**src/rtl/fifo_mux_pkg.sv**
```systemverilog
// Shared spmv kernel constants: narrow/wide beat widths and packer lane indexing.
package fifo_mux_pkg;
    localparam int DATA_IN_WIDTH  = 64;
    localparam int DATA_OUT_WIDTH = 256;
    localparam int RATIO          = DATA_OUT_WIDTH / DATA_IN_WIDTH;

    function automatic int lane_w(input int ratio);
        return (ratio > 1) ? $clog2(ratio) : 1;
    endfunction

    localparam int LANE_W = lane_w(RATIO);
endpackage

```
**src/rtl/Fifo.sv**
```systemverilog
// First-word-fall-through FIFO of 2^DEPTH words with a registered fill counter.
module Fifo #(
    parameter int WIDTH = 256,
    parameter int DEPTH = 4
) (
    input  logic             clk,
    input  logic             rst,
    input  logic             wr_en_i,
    input  logic [WIDTH-1:0] wr_data_i,
    input  logic             rd_en_i,
    output logic [WIDTH-1:0] rd_data_o,
    output logic             empty_o,
    output logic             full_o,
    output logic [DEPTH:0]   count_o
);
    localparam logic [DEPTH:0] CAP = {1'b1, {DEPTH{1'b0}}};

    logic [WIDTH-1:0] mem [2**DEPTH];
    logic [DEPTH-1:0] wr_ptr_q, wr_ptr_d, rd_ptr_q, rd_ptr_d;
    logic [DEPTH:0]   count_q, count_d;
    logic             do_wr, do_rd;

    assign full_o    = (count_q == CAP);
    assign empty_o   = (count_q == '0);
    assign count_o   = count_q;
    assign rd_data_o = mem[rd_ptr_q];

    // Full refuses writes even if a pop happens this cycle.
    assign do_wr = wr_en_i && !full_o;
    assign do_rd = rd_en_i && !empty_o;

    always_comb begin
        wr_ptr_d = wr_ptr_q;
        rd_ptr_d = rd_ptr_q;
        count_d  = count_q;
        if (do_wr) wr_ptr_d = wr_ptr_q + DEPTH'(1);
        if (do_rd) rd_ptr_d = rd_ptr_q + DEPTH'(1);
        if (do_wr && !do_rd) count_d = count_q + (DEPTH+1)'(1);
        else if (!do_wr && do_rd) count_d = count_q - (DEPTH+1)'(1);
    end

    always_ff @(posedge clk) begin
        if (rst) begin
            wr_ptr_q <= '0;
            rd_ptr_q <= '0;
            count_q  <= '0;
        end else begin
            wr_ptr_q <= wr_ptr_d;
            rd_ptr_q <= rd_ptr_d;
            count_q  <= count_d;
        end
    end

    always_ff @(posedge clk) begin
        if (do_wr) mem[wr_ptr_q] <= wr_data_i;
    end
endmodule

```
**src/rtl/data_pack.sv**
```systemverilog
// Packs narrow beats into wide words, lane 0 in the LSBs; flush emits a zero-padded partial word.
module data_pack #(
    parameter int IN_W  = fifo_mux_pkg::DATA_IN_WIDTH,
    parameter int OUT_W = fifo_mux_pkg::DATA_OUT_WIDTH
) (
    input  logic             clk,
    input  logic             rst,
    input  logic             in_valid_i,
    output logic             in_ready_o,
    input  logic [IN_W-1:0]  in_data_i,
    input  logic             flush_i,
    input  logic             out_ready_i,
    output logic             out_valid_o,
    output logic [OUT_W-1:0] out_data_o
);
    localparam int             NLANE = OUT_W / IN_W;
    localparam int             LW    = fifo_mux_pkg::lane_w(NLANE);
    localparam logic [LW-1:0]  LAST  = LW'(NLANE - 1);

    logic [LW-1:0]    cnt_q, cnt_d;
    logic [OUT_W-1:0] stage_q, stage_d, word;
    logic             accept, push;

    assign in_ready_o = out_ready_i;
    assign accept     = in_valid_i && out_ready_i;

    always_comb begin
        word = stage_q;
        for (int l = 0; l < NLANE; l++)
            if (accept && cnt_q == LW'(l)) word[l*IN_W +: IN_W] = in_data_i;
    end

    // A beat arriving with flush rides along in the flushed word.
    assign push = out_ready_i &&
                  ((accept && cnt_q == LAST) || (flush_i && (accept || cnt_q != '0)));

    always_comb begin
        cnt_d   = cnt_q;
        stage_d = stage_q;
        if (push) begin
            cnt_d   = '0;
            stage_d = '0;
        end else if (accept) begin
            cnt_d   = cnt_q + LW'(1);
            stage_d = word;
        end
    end

    always_ff @(posedge clk) begin
        if (rst) begin
            cnt_q   <= '0;
            stage_q <= '0;
        end else begin
            cnt_q   <= cnt_d;
            stage_q <= stage_d;
        end
    end

    assign out_valid_o = push;
    assign out_data_o  = word;
endmodule

```
**src/rtl/fifo_mux.sv**
```systemverilog
// Narrow-to-wide width converter: beat packer feeding a FWFT FIFO with water-mark flags.
module fifo_mux #(
    parameter int DATA_IN_WIDTH  = fifo_mux_pkg::DATA_IN_WIDTH,
    parameter int DATA_OUT_WIDTH = fifo_mux_pkg::DATA_OUT_WIDTH,
    parameter int DEPTH          = 4,
    parameter int MIN_THER       = 1,
    parameter int MAX_THER       = 12
) (
    input  logic                      clk,
    input  logic                      rst,
    input  logic                      wr_en,
    input  logic [DATA_IN_WIDTH-1:0]  data_in,
    input  logic                      flush,
    input  logic                      rd_en,
    output logic [DATA_OUT_WIDTH-1:0] data_out,
    output logic                      empty,
    output logic                      full,
    output logic                      needdata,
    output logic                      noneeddata,
    output logic [DEPTH:0]            fill_level
);
    localparam logic [DEPTH:0] MIN_L = (DEPTH+1)'(MIN_THER);
    localparam logic [DEPTH:0] MAX_L = (DEPTH+1)'(MAX_THER);

    logic                      beat_rdy, pack_vld;
    logic [DATA_OUT_WIDTH-1:0] pack_data;

    data_pack #(.IN_W(DATA_IN_WIDTH), .OUT_W(DATA_OUT_WIDTH)) u_pack (
        .clk         (clk),
        .rst         (rst),
        .in_valid_i  (wr_en),
        .in_ready_o  (beat_rdy),
        .in_data_i   (data_in),
        .flush_i     (flush),
        .out_ready_i (!full),
        .out_valid_o (pack_vld),
        .out_data_o  (pack_data)
    );

    Fifo #(.WIDTH(DATA_OUT_WIDTH), .DEPTH(DEPTH)) u_fifo (
        .clk       (clk),
        .rst       (rst),
        .wr_en_i   (pack_vld && beat_rdy),
        .wr_data_i (pack_data),
        .rd_en_i   (rd_en),
        .rd_data_o (data_out),
        .empty_o   (empty),
        .full_o    (full),
        .count_o   (fill_level)
    );

    assign needdata   = (fill_level <= MIN_L);
    assign noneeddata = (fill_level >= MAX_L);
endmodule

```
**config.mk**
```make
export PLATFORM = sky130hd
export DESIGN_NAME = fifo_mux
export DESIGN_NICKNAME = d
export VERILOG_FILES = /design/src/rtl/fifo_mux_pkg.sv /design/src/rtl/Fifo.sv /design/src/rtl/data_pack.sv /design/src/rtl/fifo_mux.sv
export SDC_FILE = /design/constraint.sdc
export NUM_CORES = 2
export LEC_CHECK = 0
export ABC_AREA = 1
export CORE_ASPECT_RATIO = 1.75
export CORE_UTILIZATION = 39
export DETAILED_ROUTE_END_ITERATION = 10
export PLACE_DENSITY_LB_ADDON = 0.08
export SETUP_SLACK_MARGIN = 0.1
export SLEW_MARGIN = 20
export SYNTH_ARGS = -nofsm -noshare
export SYNTH_HDL_FRONTEND = slang
export SYNTH_SLANG_ARGS = --single-unit
```
**constraint.sdc**
```tcl
create_clock -name clk -period 33.2 [get_ports clk]
set_input_delay 6.64 -clock clk [delete_from_list [all_inputs] [get_ports clk]]
set_output_delay 6.64 -clock clk [all_outputs]
set_load 0.02 [all_outputs]
```
==> Flow_metrics.wiki <==
{| class="wikitable"
! Metric !! Value
|-
| Outcome || completed
|-
| Initial core utilization || 0.3914
|-
| Summed negative setup slack over all endpoints || 0 ns
|-
| Largest buffer count on any clock path || 4
|-
| DRC Markers || 0
|-
| Leading area contributor after synthesis || sky130_fd_sc_hd__edfxtp_1
|-
| Post-Syn Area || 171,900 um^2
|-
| Maximum fanout count along the critical path || 261
|-
| Xor/xnor cell area share of the yosys netlist || 0.0001529
|-
| Hold Path Cell Cnt || 2
|-
| Post-CTS Setup Bufs || 0
|-
| Upper clock frequency limit || 0.07091 GHz
|-
| Critical Path AT || 7.46 ns
|-
| Category of the worst setup path capture point || output port
|-
| Synth warn || 0
|-
| Post-Syn Instances || 13,840
|-
| Master cell of the clock root buffer || sky130_fd_sc_hd__clkbuf_16
|-
| Number of vias in the routed layout || 111,900
|-
| Top post-synthesis cells by count || 4,096 x sky130_fd_sc_hd__edfxtp_1, 2,795 x sky130_fd_sc_hd__nor2_1, 2,203 x sky130_fd_sc_hd__o21ai_0
|-
| Simple-gate portion of the synthesized area || 0.1003
|-
| Signed area change from the synthesized netlist to the final layout || 12.97%
|-
| Die width || 503.9 um
|-
| Required time reported for the critical path endpoint || 26.56 ns
|-
| Crit-path slowest cell || sky130_fd_sc_hd__buf_4
|-
| Maximum number of pins on one net before global-route repair || 262
|-
| Clock tree sinks || 4,371
|-
| Top_reg_cell synth || sky130_fd_sc_hd__edfxtp_1
|-
| Number of antenna violations at the first check in global routing || 76
|-
| Multiplexer share of the synthesized area || 0
|-
| Cell Count, Final, Fillers Out || 20,130
|-
| RR Endpoint || u_fifo.mem[9][21]
|-
| Register-to-register setup slack || 27.17 ns
|-
| Resize count post-CTS || 0
|-
| Nature of the critical path startpoint || flip-flop
|-
| Type of the worst min-delay path || flip-flop to flip-flop
|-
| Share of synthesized area occupied by flip-flops and latches || 0.7476
|-
| Proportion of layout cells with a drive suffix above 1 || 0.06426
|-
| Top cells by area in the synthesized netlist || sky130_fd_sc_hd__edfxtp_1 72%, sky130_fd_sc_hd__o21ai_0 6.4%, sky130_fd_sc_hd__nor2_1 6.1%
|-
| Die height || 880.2 um
|-
| CTS tree || built
|-
| Avg Cell Area, Syn || 12.42 um^2
|-
| Synthesized-area fraction occupied by adder cells || 0.001019
|-
| Slew of the pin with the lowest slew margin || 1.252 ns
|-
| Final hold violation count || 0
|-
| Vias in the first global route || 110,800
|-
| Start point of the worst min-delay path || u_fifo.rd_ptr_q[3]
|-
| CP Cell Sequence || inv_16 > buf_4 > buf_4 > buf_4 > buf_4 > o21ai_0 > o22ai_1 > nand2_1 > nand2_1 > nand2_1 > nand2_1 > clkdlybuf4s50_1
|-
| Tmin final || 14.10 ns
|-
| Number of port buffers || 333
|-
| Count of unique library cells instantiated by Yosys || 30
|-
| Unrepaired setup endpoints after global routing || no
|-
| GRT Total Usage || 0.2514
|-
| Largest voltage drop on the vdd net || 59.76 uV
|-
| Clock latency reported for the late side of the worst-skew pair || 0.98 ns
|-
| Slew HR || 0.1656
|-
| Fillcell total || 39,900
|-
| Leakage dissipation || 66.81 nW
|-
| Weighted congestion at the end of routability-driven global placement || 0.7673
|-
| Count of state elements after synthesis || 4,371
|-
| Detail-routed via count per cell || 5.556
|-
| Post-synth ARST share || 0
|-
| Depth of the CTS H-tree || 5
|-
| DIE AREA || 443,500 um^2
|-
| Setup clock skew after layout || 0.04992 ns
|-
| Ratio of total power to cell area || 80.35 nW/um^2
|-
| Number of flops mapped to enable cells by yosys || 4,096
|-
| Half-perimeter wire length after detailed placement || 285.4 mm
|-
| ANT nets after route || 0
|-
| Compound-Gate Fraction of Synth Area || 0.1120
|-
| Final-stage net count || 13,970
|-
| Number of buffers inserted during clock tree synthesis || 411
|-
| Detailed router's first-iteration violation count || 11,450
|-
| Core area || 439,100 um^2
|-
| Placement row count || 322
|-
| Kind of critical path || flip-flop to output port
|-
| Portion of synthesized cell area occupied by the leading cell type || 0.7156
|-
| Most common cell in the synthesized netlist || sky130_fd_sc_hd__edfxtp_1
|-
| Depth of the worst register-to-register path || 12
|-
| Critical Path Max Stage Delay || 0.94 ns
|-
| Sequential cell area || 128,500 um^2
|-
| Instance count after placement with tap cells included || 19,310
|-
| Count of endpoints failing setup in the final report || 0
|-
| Share of the cycle needed by the critical path after routing || 0.4248
|-
| Aggregate global routing overflow || 0
|-
| Number of detailed-route iterations in the first pass || 5
|-
| Number of slew-limit violations in the final report || 0
|-
| Reg-to-Reg Start || u_fifo.count_o[0]
|-
| Total routed wirelength || 571.3 mm
|-
| Hold Buf Count CTS || 0
|-
| Max-cap violations || 0
|-
| Post-Synthesis Net Count || 13,920
|-
| Num ports || 334
|-
| Clk pin slew, worst setup/hold paths || 0.07 ns
|-
| WL/cell || 28.38 um
|-
| Combinational family with the most area after synthesis || compound AO/OA/AOI/OAI gates
|-
| Wire length of the first global-routing pass || 805.8 mm
|-
| Area of the multi-input gates || 36,820 um^2
|}
cells in the final DEF, fill, tap and decap left out, types with 10 or more instances in the layout:
cell,Yosys,final
sky130_fd_sc_hd__inv_6,0,10
sky130_fd_sc_hd__o21ai_1,97,105
sky130_fd_sc_hd__a21oi_1,96,96
sky130_fd_sc_hd__buf_4,37,208
sky130_fd_sc_hd__dfxtp_1,275,271
sky130_fd_sc_hd__clkbuf_1,508,88
sky130_fd_sc_hd__inv_1,628,627
sky130_fd_sc_hd__o211ai_1,671,671
sky130_fd_sc_hd__nor3_2,0,12
sky130_fd_sc_hd__clkdlybuf4s50_1,0,305
sky130_fd_sc_hd__clkinv_1,1,66
sky130_fd_sc_hd__bufinv_16,0,46
sky130_fd_sc_hd__clkinv_2,0,87
sky130_fd_sc_hd__clkbuf_8,0,31
sky130_fd_sc_hd__o22ai_1,354,354
sky130_fd_sc_hd__ha_1,14,14
sky130_fd_sc_hd__edfxtp_1,4096,4096
sky130_fd_sc_hd__buf_2,269,28
sky130_fd_sc_hd__diode_2,0,63
sky130_fd_sc_hd__nand2_1,1297,1294
sky130_fd_sc_hd__buf_12,0,27
sky130_fd_sc_hd__o21ai_0,2203,2194
sky130_fd_sc_hd__clkbuf_16,0,421
sky130_fd_sc_hd__nor2_1,2795,2791
sky130_fd_sc_hd__nand3_1,341,340
flip-flops by register name, summed over array words and instances, names as in the netlist, named ones only:
register,cells
u_fifo.mem,4096
u_pack.stage_q,256
u_fifo.count_o,5
u_fifo.rd_ptr_q,4
u_fifo.wr_ptr_q,4
u_pack.cnt_q,2
stage by stage:
stage	power [mW]	worst slack, ns	cell area, um^2	hold WS, ns	utilization
finish	15.60	19.10	194200	0.5029	0.4422
global placement	10.87	20.03	180400	0.4734	0.4107
detailed placement	10.91	20.02	180400	0.4843	0.4108
global route	16.31	18.62	194100	0.5284	0.4420
CTS	15.76	18.96	194000	0.4966	0.4418
floorplan	9.262	7.530	171900	0.4594	-
cell type report:
type / instances / share of cell area
inverters: 632 / 0.01242
well taps: 5832 / 0.03758
diodes: 63 / 0.0008119
repair buffers: 573 / 0.02756
clock buffers: 540 / 0.05815
clock inverters: 224 / 0.01200
flip-flops and latches: 4371 / 0.6618
multi-input cells: 7898 / 0.1896
how the worst max path moves through the flow:
stage	start	end	slack, ns	cells after the start
after CTS	flip-flop	data_out[22]	18.96	10
final	flip-flop	data_out[10]	19.10	12
after floorplan	wr_en	u_fifo.mem[2][0]	7.53	5
after global routing	flip-flop	data_out[33]	18.62	12
after detailed placement	flip-flop	data_out[22]	20.02	10
after global placement	flip-flop	data_out[33]	20.03	12
cell families after synthesis:
group | after synthesis
simple gates | 4460
flops | 4371
compound gates | 3421
buf+inv | 1569
fa+ha+maj | 14
xor+xnor | 3
where the power goes:
part,total [mW],switching (mW),internal (mW)
sequential,6.44,0.0519,6.38
clock,4.85,2.09,2.75
combinational,4.32,3.07,1.24
worst max-delay path: cells and delay by family, from the launching register on:
| kind | cells | cell delay [ns] |
|---|---|---|
| compound gates | 2 | 0.33 |
| simple gates | 4 | 0.46 |
| flops | 1 | 0.48 |
| buf+inv | 6 | 4.84 |
metal layers:
metal  GRT usage  routed length, um  up-vias
met5           0                 54        -
met4     0.09086              18900        8
met3     0.03326              36580      717
met2      0.4241             277300     3827
met1      0.3312             238500    57710
li1            -                  -    49600
Note: power is estimated with default switching activity, not from simulation.
